`src/rtl/disp_pkg.sv`:
```
// Shared types and defaults for the display-ownership arbiter.
// Holds requester count, arbiter state enum, default timing constants.
package disp_pkg;

    localparam int NREQ            = 4;
    localparam int TICK_DIV_DEF    = 100000;
    localparam int HOLD_TICKS_DEF  = 200;
    localparam int BLINK_TICKS_DEF = 500;

    typedef enum logic [1:0] {
        IDLE = 2'd0,
        HOLD = 2'd1,
        OPEN = 2'd2
    } state_t;

    // Highest-index set bit wins; returns 0 when nothing is set.
    function automatic logic [1:0] pick_hi(input logic [NREQ-1:0] r);
        logic [1:0] idx;
        idx = 2'd0;
        priority case (1'b1)
            r[3]:    idx = 2'd3;
            r[2]:    idx = 2'd2;
            r[1]:    idx = 2'd1;
            default: idx = 2'd0;
        endcase
        return idx;
    endfunction

    function automatic logic [NREQ-1:0] onehot(input logic [1:0] idx);
        logic [NREQ-1:0] o;
        o      = '0;
        o[idx] = 1'b1;
        return o;
    endfunction

endpackage

```
`src/rtl/disp_tick_gen.sv`:
```
// Arbitration-tick prescaler: one-cycle tick every TICK_DIV clocks.
// Ports: clk, rst (sync, active-high) in; tick out.
module disp_tick_gen
    import disp_pkg::*;
#(
    parameter int TICK_DIV = TICK_DIV_DEF
) (
    input  logic clk,
    input  logic rst,
    output logic tick
);

    localparam int CW = (TICK_DIV > 1) ? $clog2(TICK_DIV) : 1;
    localparam logic [CW-1:0] LAST = CW'(TICK_DIV - 1);

    logic [CW-1:0] cnt;

    always_ff @(posedge clk) begin
        if (rst) begin
            cnt <= '0;
        end else if (cnt == LAST) begin
            cnt <= '0;
        end else begin
            cnt <= cnt + CW'(1);
        end
    end

    assign tick = (cnt == LAST);

endmodule

```
`src/rtl/disp_arbiter.sv`:
```
// Priority arbiter granting a shared seven-segment display, with hold time.
// Ports: clk, rst (sync, active-high), req[3:0], req_data[63:0], req_blink[3:0]
//        in; gnt[3:0], disp_data[15:0], disp_blank out. Optional blinking via
//        DISP_ARBITER_BLINK_EN.
module disp_arbiter
    import disp_pkg::*;
#(
    parameter int TICK_DIV    = TICK_DIV_DEF,
    parameter int HOLD_TICKS  = HOLD_TICKS_DEF,
    parameter int BLINK_TICKS = BLINK_TICKS_DEF
) (
    input  logic        clk,
    input  logic        rst,
    input  logic [3:0]  req,
    input  logic [63:0] req_data,
    input  logic [3:0]  req_blink,
    output logic [3:0]  gnt,
    output logic [15:0] disp_data,
    output logic        disp_blank
);

    localparam int HW = (HOLD_TICKS > 0) ? $clog2(HOLD_TICKS + 1) : 1;
    localparam logic [HW-1:0] HLOAD = HW'(HOLD_TICKS);

    logic          tick;
    state_t        state, nstate;
    logic [1:0]    owner, nowner;
    logic [HW-1:0] hcnt, ncnt;
    logic [1:0]    hi;
    logic          any;
    logic          blink_on;

    disp_tick_gen #(
        .TICK_DIV(TICK_DIV)
    ) u_tick (
        .clk (clk),
        .rst (rst),
        .tick(tick)
    );

`ifdef DISP_ARBITER_BLINK_EN
    localparam int BW = (BLINK_TICKS > 1) ? $clog2(BLINK_TICKS) : 1;

    logic [BW-1:0] bcnt;
    logic          phase;

    // Free-running phase, independent of ownership changes.
    always_ff @(posedge clk) begin
        if (rst) begin
            bcnt  <= '0;
            phase <= 1'b0;
        end else if (tick) begin
            if (bcnt == BW'(BLINK_TICKS - 1)) begin
                bcnt  <= '0;
                phase <= ~phase;
            end else begin
                bcnt <= bcnt + BW'(1);
            end
        end
    end

    assign blink_on = phase & req_blink[owner];
`else
    logic unused_blink;
    assign unused_blink = ^req_blink;
    assign blink_on     = 1'b0;
`endif

    assign hi  = pick_hi(req);
    assign any = |req;

    always_comb begin
        nstate = state;
        nowner = owner;
        ncnt   = hcnt;
        unique case (state)
            IDLE: begin
                if (any) begin
                    nstate = HOLD;
                    nowner = hi;
                    ncnt   = HLOAD;
                end
            end
            HOLD: begin
                // Release outranks the hold timer; owner bit is
                // already clear so hi is the best remaining requester.
                if (!req[owner]) begin
                    if (any) begin
                        nstate = HOLD;
                        nowner = hi;
                        ncnt   = HLOAD;
                    end else begin
                        nstate = IDLE;
                        ncnt   = '0;
                    end
                end else if (tick) begin
                    if (hcnt <= HW'(1)) begin
                        nstate = OPEN;
                        ncnt   = '0;
                    end else begin
                        ncnt = hcnt - HW'(1);
                    end
                end
            end
            OPEN: begin
                if (!req[owner]) begin
                    if (any) begin
                        nstate = HOLD;
                        nowner = hi;
                        ncnt   = HLOAD;
                    end else begin
                        nstate = IDLE;
                        ncnt   = '0;
                    end
                end else if (hi > owner) begin
                    nstate = HOLD;
                    nowner = hi;
                    ncnt   = HLOAD;
                end
            end
            default: begin
                nstate = IDLE;
                ncnt   = '0;
            end
        endcase
    end

    always_ff @(posedge clk) begin
        if (rst) begin
            state      <= IDLE;
            owner      <= 2'd0;
            hcnt       <= '0;
            gnt        <= '0;
            disp_data  <= '0;
            disp_blank <= 1'b1;
        end else begin
            state      <= nstate;
            owner      <= nowner;
            hcnt       <= ncnt;
            gnt        <= (nstate == IDLE) ? '0 : onehot(nowner);
            // Data follows the registered owner, one cycle behind gnt.
            disp_data  <= (state == IDLE) ? '0
                        : req_data[{owner, 4'b0000} +: 16];
            disp_blank <= (state == IDLE) | blink_on;
        end
    end

endmodule

```
`config.mk`:
```
export PLATFORM = sky130hd
export DESIGN_NAME = disp_arbiter
export DESIGN_NICKNAME = d
export VERILOG_FILES = /design/src/rtl/disp_pkg.sv /design/src/rtl/disp_tick_gen.sv /design/src/rtl/disp_arbiter.sv
export SDC_FILE = /design/constraint.sdc
export NUM_CORES = 1
export LEC_CHECK = 0
export CAP_MARGIN = 10
export CORE_UTILIZATION = 41
export CTS_CLUSTER_DIAMETER = 150
export DETAILED_ROUTE_END_ITERATION = 8
export PLACE_DENSITY = 0.76
export SETUP_SLACK_MARGIN = 0.2
export SLEW_MARGIN = 20
export SYNTH_ARGS = -nofsm -noshare
export SYNTH_HDL_FRONTEND = slang
export SYNTH_HIERARCHICAL = 1
export SYNTH_SLANG_ARGS = --single-unit
```
`constraint.sdc`:
```
create_clock -name clk -period 2.17 [get_ports clk]
set_clock_uncertainty 0.1 [all_clocks]
set_input_delay 0.217 -clock clk [delete_from_list [all_inputs] [get_ports clk]]
set_output_delay 0.217 -clock clk [all_outputs]
set_load 0.005 [all_outputs]
```
==> run_results.csv, run 1 <==
group,metric,value,unit
outcome,outcome,"finished, final reports clean",
timing,finalMaxSlewViolations,0,
yosys,synth_ff_type,"dfxtp_1",
timing,rsz0062_at_grt,"true",
place,hpwl,5920,µm
worst_setup_path,critPathMaxFanout,3,
worst_setup_path,cp-end-kind,"flip-flop",
die,die_h,83.4,µm
worst_setup_path,crit_path_cell_trace,"inv_4 -> ha_4 -> nor2b_4 -> a2bb2oi_2 -> or4b_4 -> nand2_4 -> mux2_4",
cts,root_buffer,"clkbuf_8",
worst_setup_path,cp_top_family,"simple AND/OR/NAND/NOR gates",
timing,setup_viol,0,
power_and_ir_drop,p_clk_share,24.5,%
yosys,async_reset_ff_share,0,%
yosys,post_synth_inst_count,281,
global_routing,grt-ovfl-total,0,
cts,path_clk_slew,0.09,ns
cts,cts.path.max_buffers,2,
layout,syn_to_final_growth,60.2,%
worst_setup_path,setup.worst_path.start_class,"flip-flop",
layout,drive_above_1_share,29.1,%
power_and_ir_drop,powerDensity,502,mW/mm²
flow_run,drv_cap,0,
timing,final.setup.tns,0,ns
cts,cts_tree,"done",
global_routing,grt_max_degree,23,
global_routing,antenna_found_initial,0,
timing,hold_viol_final,0,
layout,layoutNonFillerInstCount,493,
layout,n_antenna_cell,0,
worst_setup_path,critPathKind,"flip-flop to flip-flop",
power_and_ir_drop,p_seq_share,45.6,%
layout,final_util,68.2,%
global_routing,grt_pass1_wl,12900,µm
power_and_ir_drop,irDropWorstVdd,0.431,mV
detailed_routing,first_iter_violations,100,
yosys,syn-num-nets,361,
cts,clock_latency,0.30,ns
die,initial_core_util,42.6,%
timing,postLayoutSetupSlackWorst,0.137,ns
timing,post-route-period-util,93.7,%
power_and_ir_drop,netSwitchingPower,0.000594,W
detailed_routing,drc,0,
detailed_routing,dr.pass1.iters,4,
power_and_ir_drop,p_comb_share,29.9,%
yosys,netlist-cell-type-count,58,
worst_setup_path,crit_buf_inv,1,
min_path,worstHoldPathType,"flip-flop to flip-flop",
yosys,synth_edf_count,0,
timing,fmax,0.492,GHz
global_routing,track_usage,22.9,%
yosys,ys_warn_count,6,
place,place_ws,-0.420,ns
yosys,synth_seq_area_share,36.8,%
detailed_routing,postRouteAntennaNets,0,
global_routing,grt_pass1_vias,2652,
yosys,yosys_register_bits,50,
die,fp.dieW,83.4,µm
place,place_congestion,0.885,
die,core,0.00639,mm²
power_and_ir_drop,p_leak,1.62,nW
detailed_routing,vias_per_cell,5.47,
place,portBuffers,90,
timing,period_minus_slack,2.03,ns
place,dp.cells,468,
die,pin_count,95,
timing,maxSlewHeadroom,69.7,%
yosys,synth_area_per_cell,9.68,µm²
cts,htreeDepth,2,
detailed_routing,drt-total-wl,8190,µm
cts,clkSinkCount,50,
power_and_ir_drop,p_int,0.00159,W
worst_setup_path,crit_arrival,2.12,ns
cts,cts_buffers,5,
layout,nets,496,
layout,fillCellCount,482,
worst_setup_path,cpMaxStageDelayCell,"or4b_4",
power_and_ir_drop,switching_share,27.2,%
detailed_routing,num_vias,2696,
detailed_routing,wl_per_cell,16.6,µm
yosys,syn_area,0.00272,mm²
worst_setup_path,worstPathRequired,2.26,ns
worst_setup_path,slowest_delay,0.51,ns
timing,tightest_slew,0.452,ns
die,placementRows,29,
die,die_area,0.00696,mm²
-- repair_timing --
| item | CTS | global route |
|---|---|---|
| hold buffers | 0 | 0 |
| pin swaps | 7 | 15 |
| endpoints found under the setup margin | 13 | 31 |
| gates cloned | 0 | 1 |
| resized for setup | 26 | 28 |
| buffers inserted | 9 | 8 |
-- cells by family after synthesis --
| group | Yosys count | synth area share, % |
|---|---|---|
| xor gates and xnor gates | 14 | 4.51 |
| buffers and inverters | 24 | 3.96 |
| and+or+nand+nor | 122 | 25.4 |
| AOI/OAI and AO/OA | 44 | 10.9 |
| muxes | 21 | 15.6 |
| DFF | 50 | 36.8 |
| adders and majority gates | 6 | 2.76 |
-- per-layer routing --
layer / vias up / routed length, µm / part of all wire (%) / track usage (%)
met3: 16 / 330 / 4.0 / 3.38
met2: 73 / 4260 / 52 / 40.9
met5: - / 0 / 0 / 0
li1: 1298 / - / - / -
met4: 0 / 147 / 1.8 / 6.63
met1: 1309 / 3460 / 42 / 28.6
-- per-stage QoR --
step                      instance area, µm²  power, W  hold WS (ns)
after global placement                  3920   0.00156         0.364
after global routing                    4360   0.00229         0.414
after CTS                               4150   0.00213         0.398
after floorplan                         2750   0.00129         0.330
final                                   4360   0.00219         0.399
after detailed placement                3920   0.00157         0.385
-- power by group through the flow --
stage                     combinational (W)  clock, W  sequential [W]
after floorplan                    0.000281         0         0.00101
after global placement             0.000548         0         0.00101
after detailed placement           0.000562         0         0.00101
after CTS                          0.000590  0.000544        0.000993
after global routing               0.000701  0.000584         0.00100
final                              0.000655  0.000536        0.000997
-- cell usage after synthesis (2+ instances only) --
library cell / count / area [µm²]
dfxtp_1: 50 / 1000
xor2_1: 5 / 43.8
nor3_1: 18 / 90.1
nor2b_1: 19 / 119
nand2b_1: 2 / 12.5
o31ai_1: 4 / 30.0
buf_6: 2 / 22.5
buf_2: 2 / 10.0
nand2_1: 15 / 56.3
xnor2_1: 9 / 78.8
or3_1: 2 / 12.5
o21ai_1: 4 / 20.0
mux2_1: 2 / 22.5
o21bai_1: 2 / 15.0
o21ai_0: 5 / 25.0
nor2_1: 29 / 109
inv_2: 2 / 7.51
inv_1: 10 / 37.5
ha_1: 6 / 75.1
mux4_2: 17 / 383
nor4_1: 6 / 37.5
clkbuf_1: 6 / 22.5
mux2i_1: 2 / 20.0
nand3_1: 7 / 35.0
nand3b_1: 2 / 15.0
nand4_1: 4 / 25.0
and3_1: 2 / 12.5
a21oi_1: 14 / 70.1
or4_1: 3 / 22.5
buf_1: 2 / 7.51
-- registers in the layout, indices dropped and copies added, names as in the netlist --
register and flops:
u_tick/cnt 17, disp_data 16, hcnt 8, gnt 4, owner 2, state 2, disp_blank 1
-- layout by cell type (no fill, tap or decap), types with 7 or more instances in the layout --
| cell type | Yosys | routed |
|---|---|---|
| nand3_1 | 7 | 7 |
| clkdlybuf4s50_1 | 0 | 87 |
| nor2_1 | 29 | 28 |
| inv_1 | 10 | 9 |
| nor3_1 | 18 | 12 |
| a21oi_1 | 14 | 10 |
| xnor2_1 | 9 | 9 |
| dfxtp_1 | 50 | 43 |
| buf_4 | 0 | 44 |
| nand2_1 | 15 | 15 |
| nor2b_1 | 19 | 18 |
| mux4_2 | 17 | 17 |
-- worst min-delay path: cells and delay by family, from the launching register on --
family	cells	cell delay [ns]
flops	1	0.33
compound gates	1	0.07
buf+inv	1	0.05
-- final cells by class --
type	instances	area [µm²]	area share (%)
Clock inverter	2	15.0	0.345
Sequential cell	50	1010	23.3
Clock buffer	5	68.8	1.58
Inverter	12	47.5	1.09
Multi-Input combinational cell	207	1790	41.2
Timing Repair Buffer	140	1320	30.3
Tap cell	77	96.3	2.21
-- path summary, 6_finish.rpt --
check | from | end | slack (ns) | cells past startpoint
max | owner[1] | hcnt[1] | 0.14 | 7
min | hcnt[4] | hcnt[4] | 0.40 | 2
max reg2reg | owner[1] | hcnt[1] | 0.14 | 7
min reg2reg | hcnt[4] | hcnt[4] | 0.40 | 2
(Power assumes the default switching activity.)
==> inputs of run 2 (changes only) <==
--- a/config.mk
+++ b/config.mk
@@ -10,7 +10,7 @@
 export CTS_CLUSTER_DIAMETER = 150
 export DETAILED_ROUTE_END_ITERATION = 8
 export PLACE_DENSITY = 0.76
-export SETUP_SLACK_MARGIN = 0.2
+export SETUP_SLACK_MARGIN = 0.1
 export SLEW_MARGIN = 20
 export SYNTH_ARGS = -nofsm -noshare
 export SYNTH_HDL_FRONTEND = slang
==> run 2 against run 1 <==
Against the previous run:
- sequential share of layout area is 1.0 points higher
- hold slack lost 0.0038 ns
- sequential power fell by 0.4%
- via count fell by 3.3%
- flip-flop and latch count did not move
- clock power about the same
- fmax is 0.21% higher
- power decreased by 2.5%
- cell count is 1.4% lower
- critical path type unchanged
==> run_results.csv, run 2 (synthesis gave the netlist of run 1 again) <==
group,metric,value,unit
layout,multi_input_area,0.00170,mm²
detailed_routing,vias_per_cell,5.36,
power_and_ir_drop,powerDensity,510,mW/mm²
cts,cts.path.max_buffers,2,
timing,period_minus_slack,2.03,ns
cts,hold_buffers,0,
timing,setup_viol,0,
worst_setup_path,setup.worst_path.start_class,"flip-flop",
power_and_ir_drop,p_leak,1.58,nW
flow_run,drv_cap,0,
layout,final_util,65.4,%
timing,maxSlewHeadroom,66.0,%
worst_setup_path,endpoint,"hcnt[1]",
timing,rsz0062_at_grt,"true",
global_routing,grt_pass1_wl,11900,µm
global_routing,track_usage,21.4,%
worst_setup_path,crit_path_start,"owner[1]",
worst_setup_path,cp-end-kind,"flip-flop",
cts,cts_buffers,5,
worst_setup_path,worstPathRequired,2.27,ns
min_path,worstHoldPathType,"flip-flop to flip-flop",
cts,path_clk_slew,0.09,ns
detailed_routing,postRouteAntennaNets,0,
layout,final_cell_mix,"86 x clkdlybuf4s50_1, 44 x dfxtp_1, 42 x buf_4",
layout,final_common_cell,"clkdlybuf4s50_1",
outcome,outcome,"finished, final reports clean",
detailed_routing,num_vias,2606,
timing,hold_viol_final,0,
worst_setup_path,reg2reg_depth,7,
cts,cts_tree,"done",
die,initial_core_util,42.6,%
die,fp.dieW,83.4,µm
detailed_routing,drt-total-wl,7420,µm
worst_setup_path,r2r-end,"hcnt[1]",
global_routing,grt-ovfl-total,0,
layout,nets,489,
layout,regMostFlops,"u_tick/cnt",
worst_setup_path,reg2reg_slack,0.14,ns
detailed_routing,dr.pass1.iters,4,
cts,htreeDepth,2,
place,place_congestion,0.857,
place,portBuffers,90,
layout,ff_latch_area,0.00102,mm²
timing,tightest_slew,0.511,ns
layout,n_antenna_cell,0,
worst_setup_path,critPathKind,"flip-flop to flip-flop",
place,dp.cells,470,
timing,fmax,0.493,GHz
global_routing,grt_pass1_vias,2451,
die,pin_count,95,
worst_setup_path,crit_arrival,2.12,ns
global_routing,antenna_found_initial,0,
place,hpwl,5730,µm
die,core,0.00639,mm²
power_and_ir_drop,irDropWorstVdd,0.304,mV
die,die_area,0.00696,mm²
die,placementRows,29,
die,die_h,83.4,µm
worst_setup_path,critPathMaxFanout,2,
timing,post-route-period-util,93.5,%
timing,finalMaxSlewViolations,0,
detailed_routing,first_iter_violations,63,
global_routing,grt_max_degree,23,
detailed_routing,wl_per_cell,15.3,µm
worst_setup_path,rr_startpoint,"owner[1]",
cts,clock_latency,0.31,ns
cts,clkSinkCount,50,
layout,top_regs,"u_tick/cnt (17), disp_data (16), hcnt (8)",
layout,layoutNonFillerInstCount,486,
layout,fillCellCount,519,
cts,root_buffer,"clkbuf_8",
layout,drive_above_1_share,24.4,%
layout,largest_reg_flops,17,
detailed_routing,drc,0,
layout,syn_to_final_growth,53.7,%
-- run 2: cell type report --
| type | instances | share of cell area (%) |
|---|---|---|
| clock buffer | 5 | 1.65 |
| clock inverter | 2 | 0.329 |
| inverter | 12 | 1.14 |
| multi-input combinational | 207 | 40.6 |
| sequential | 50 | 24.3 |
| tap | 77 | 2.31 |
| timing repair buffer | 133 | 29.6 |
-- run 2: power breakdown --
| part | internal [W] | switching, W |
|---|---|---|
| registers | 0.000961 | 0.0000321 |
| clock network | 0.000223 | 0.000310 |
| logic | 0.000384 | 0.000222 |
| total | 0.00157 | 0.000564 |
-- run 2: how the worst min path moves through the flow --
stage / start / endpoint / cells after the start
after global placement: u_tick/cnt[15] / u_tick/cnt[15] / 2
after floorplan: u_tick/cnt[0] / u_tick/cnt[0] / 1
after CTS: u_tick/cnt[15] / u_tick/cnt[15] / 2
final: u_tick/cnt[15] / u_tick/cnt[15] / 2
after global routing: hcnt[4] / hcnt[4] / 2
after detailed placement: u_tick/cnt[15] / u_tick/cnt[15] / 2
-- run 2: worst max-delay path, cell delays in order (launching register included) --
cell and delay (ns):
dfxtp_4 0.38, inv_4 0.05, ha_4 0.23, nor2b_4 0.12, a2bb2oi_2 0.13, or4b_4 0.54, nand2_4 0.09, mux2_4 0.29
-- run 2: metal layers --
metal	vias up	GRT usage, %	wire length, µm	part of all wire (%)
met5	-	0	0	0
met4	0	8.17	181	2.4
met3	18	3.38	195	2.6
met2	49	37.4	3760	51
met1	1253	26.6	3280	44
li1	1286	-	-	-
-- run 2: what timing repair did --
item,CTS,global route
pin swaps,6,10
setup endpoints to repair,7,11
setup buffers,2,7
gates resized for setup,7,24
-- run 2: through the flow --
step | instance area, µm² | setup TNS [ns] | hold slack, ns | worst slack [ns] | total power [W]
finish | 4180 | 0 | 0.395 | 0.142 | 0.00213
global route | 4180 | 0 | 0.419 | 0.0192 | 0.00225
CTS | 4040 | 0 | 0.394 | 0.101 | 0.00212
detailed placement | 3940 | -3.31 | 0.377 | -0.436 | 0.00158
global placement | 3940 | -2.55 | 0.367 | -0.362 | 0.00156
floorplan | 2750 | 0 | 0.330 | 0.0500 | 0.00129
==> inputs of run 3 (changes only) <==
--- a/config.mk
+++ b/config.mk
@@ -6,10 +6,10 @@
 export NUM_CORES = 1
 export LEC_CHECK = 0
 export CAP_MARGIN = 10
-export CORE_UTILIZATION = 41
+export CORE_UTILIZATION = 40
 export CTS_CLUSTER_DIAMETER = 150
 export DETAILED_ROUTE_END_ITERATION = 8
-export PLACE_DENSITY = 0.76
+export PLACE_DENSITY = 0.74
 export SETUP_SLACK_MARGIN = 0.1
 export SLEW_MARGIN = 20
 export SYNTH_ARGS = -nofsm -noshare
==> run 3 against run 2 <==
Against the previous run:
- count of clock-buffer cells in the layout up 1
- power up 1.9%
- hold slack worse by 0.0028 ns
- via count down 0.58%
- setup slack better by 0.028 ns
- cell count down 0.62%
- global-route usage down 0.54 points
- highest routed layer unchanged
- flip-flop and latch count unchanged
- core utilization down 1.2 points
- largest cell class unchanged
- non-clock buffer count down 4
- the flow now finishes with violations (design-rule violations)
==> run_results.csv, run 3 (synthesis gave the netlist of run 1 again) <==
group,metric,value,unit
timing,hold_viol_final,0,
timing,finalMaxSlewViolations,0,
timing,rsz0062_at_grt,"true",
cts,clock_latency,0.32,ns
place,hpwl,5490,µm
place,place_congestion,0.866,
worst_setup_path,critPathKind,"flip-flop to flip-flop",
cts,cts_buffers,5,
global_routing,antenna_found_initial,0,
global_routing,grt-ovfl-total,0,
timing,period_minus_slack,2.00,ns
layout,largest_reg_flops,17,
cts,path_clk_slew,0.10,ns
detailed_routing,drc,9,
worst_setup_path,cp-end-kind,"flip-flop",
timing,fmax,0.500,GHz
power_and_ir_drop,irDropWorstVdd,0.374,mV
cts,root_buffer,"clkbuf_8",
layout,final_cell_mix,"87 x clkdlybuf4s50_1, 45 x dfxtp_1, 38 x buf_4",
cts,clkSinkCount,50,
die,fp.dieW,84.4,µm
worst_setup_path,crit_arrival,2.12,ns
die,initial_core_util,42.1,%
detailed_routing,drt-total-wl,7130,µm
timing,tightest_slew,0.430,ns
worst_setup_path,setup.worst_path.start_class,"flip-flop",
die,die_area,0.00713,mm²
die,pin_count,95,
cts,cts.path.max_buffers,2,
place,portBuffers,90,
detailed_routing,dr.pass1.iters,7,
cts,cts_tree,"done",
timing,post-route-period-util,92.2,%
flow_run,drv_cap,0,
worst_setup_path,worstPathRequired,2.29,ns
outcome,violations,"design-rule violations",
detailed_routing,postRouteAntennaNets,0,
global_routing,grt_max_degree,23,
timing,postLayoutSetupSlackWorst,0.170,ns
outcome,outcome,"finished, violations left",
detailed_routing,vias_per_cell,5.36,
timing,final.setup.tns,0,ns
cts,htreeDepth,2,
global_routing,grt_pass1_vias,2584,
layout,fillCellCount,539,
layout,drive_above_1_share,23.4,%
detailed_routing,wl_per_cell,14.8,µm
place,place_ws,-0.385,ns
timing,setup_viol,0,
power_and_ir_drop,p_leak,1.55,nW
layout,top_regs,"u_tick/cnt (17), disp_data (16), hcnt (8)",
timing,maxSlewHeadroom,71.3,%
die,core,0.00646,mm²
detailed_routing,first_iter_violations,93,
layout,syn_to_final_growth,52.7,%
power_and_ir_drop,powerDensity,523,mW/mm²
layout,nets,485,
global_routing,track_usage,20.9,%
layout,final_common_cell,"clkdlybuf4s50_1",
layout,n_antenna_cell,0,
global_routing,grt_pass1_wl,11800,µm
die,placementRows,29,
detailed_routing,num_vias,2591,
layout,regMostFlops,"u_tick/cnt",
min_path,worstHoldPathType,"flip-flop to flip-flop",
worst_setup_path,critPathMaxFanout,3,
die,die_h,84.4,µm
[run 3: cell types whose count changed in the layout (fill, tap and decap cells not counted), moves of 2 or more]
cell	change
buf_4	-4
clkdlybuf4s15_1	+2
dfxtp_4	-2
dlygate4sd2_1	-2
[run 3: cell type report]
| type | instances | area, µm² | area share, % |
|---|---|---|---|
| Clock inverter | 2 | 16.3 | 0.392 |
| Clock buffer | 6 | 82.6 | 1.99 |
| Timing Repair Buffer | 129 | 1210 | 29.1 |
| Multi-Input combinational cell | 207 | 1690 | 40.7 |
| Sequential cell | 50 | 1010 | 24.3 |
| Tap cell | 77 | 96.3 | 2.32 |
| Inverter | 12 | 47.5 | 1.15 |
[run 3: worst paths after layout]
path	startpoint	to	slack, ns	cells after the start
setup / recovery	owner[1]	hcnt[1]	0.17	7
hold / removal	u_tick/cnt[15]	u_tick/cnt[15]	0.39	2
setup reg to reg	owner[1]	hcnt[1]	0.17	7
hold reg to reg	u_tick/cnt[15]	u_tick/cnt[15]	0.39	2
[run 3: layer usage]
metal | track usage [%] | vias to the layer above | wire, µm
li1 | - | 1285 | -
met1 | 24.2 | 1231 | 2980
met2 | 38.6 | 64 | 3720
met3 | 3.24 | 11 | 298
met4 | 8.32 | 0 | 126
met5 | 0 | - | 0
[run 3: worst max-delay path: stages, from the launching register on]
cell       delay [ns]
dfxtp_4          0.38
inv_4            0.05
ha_4             0.21
nor2b_4          0.12
a2bb2oi_2        0.13
or4b_4           0.54
nand2_4          0.09
mux2_4           0.29
[run 3: timing repair]
item | in CTS | in global routing
setup endpoints to repair | 9 | 13
pin swaps | 6 | 9
resized for setup | 8 | 20
buffers inserted | 2 | 4
hold buffers | 0 | 0
[run 3: stage by stage]
step           util, %  area, µm²  cells  power [W]  hold WS [ns]
2_1_floorplan        -       2750    281    0.00129         0.330
3_3_place_gp      60.8       3930    469    0.00155         0.368
3_5_place_dp      60.8       3930    469    0.00157         0.376
4_1_cts           62.8       4060    479    0.00216         0.391
5_1_grt           64.3       4150    483    0.00228         0.415
6_report          64.3       4150    483    0.00217         0.392
[run 3: power breakdown]
group | total (W) | switching [W] | internal, W
clock network | 0.000597 | 0.000334 | 0.000263
logic | 0.000580 | 0.000209 | 0.000371
registers | 0.000996 | 0.0000346 | 0.000961
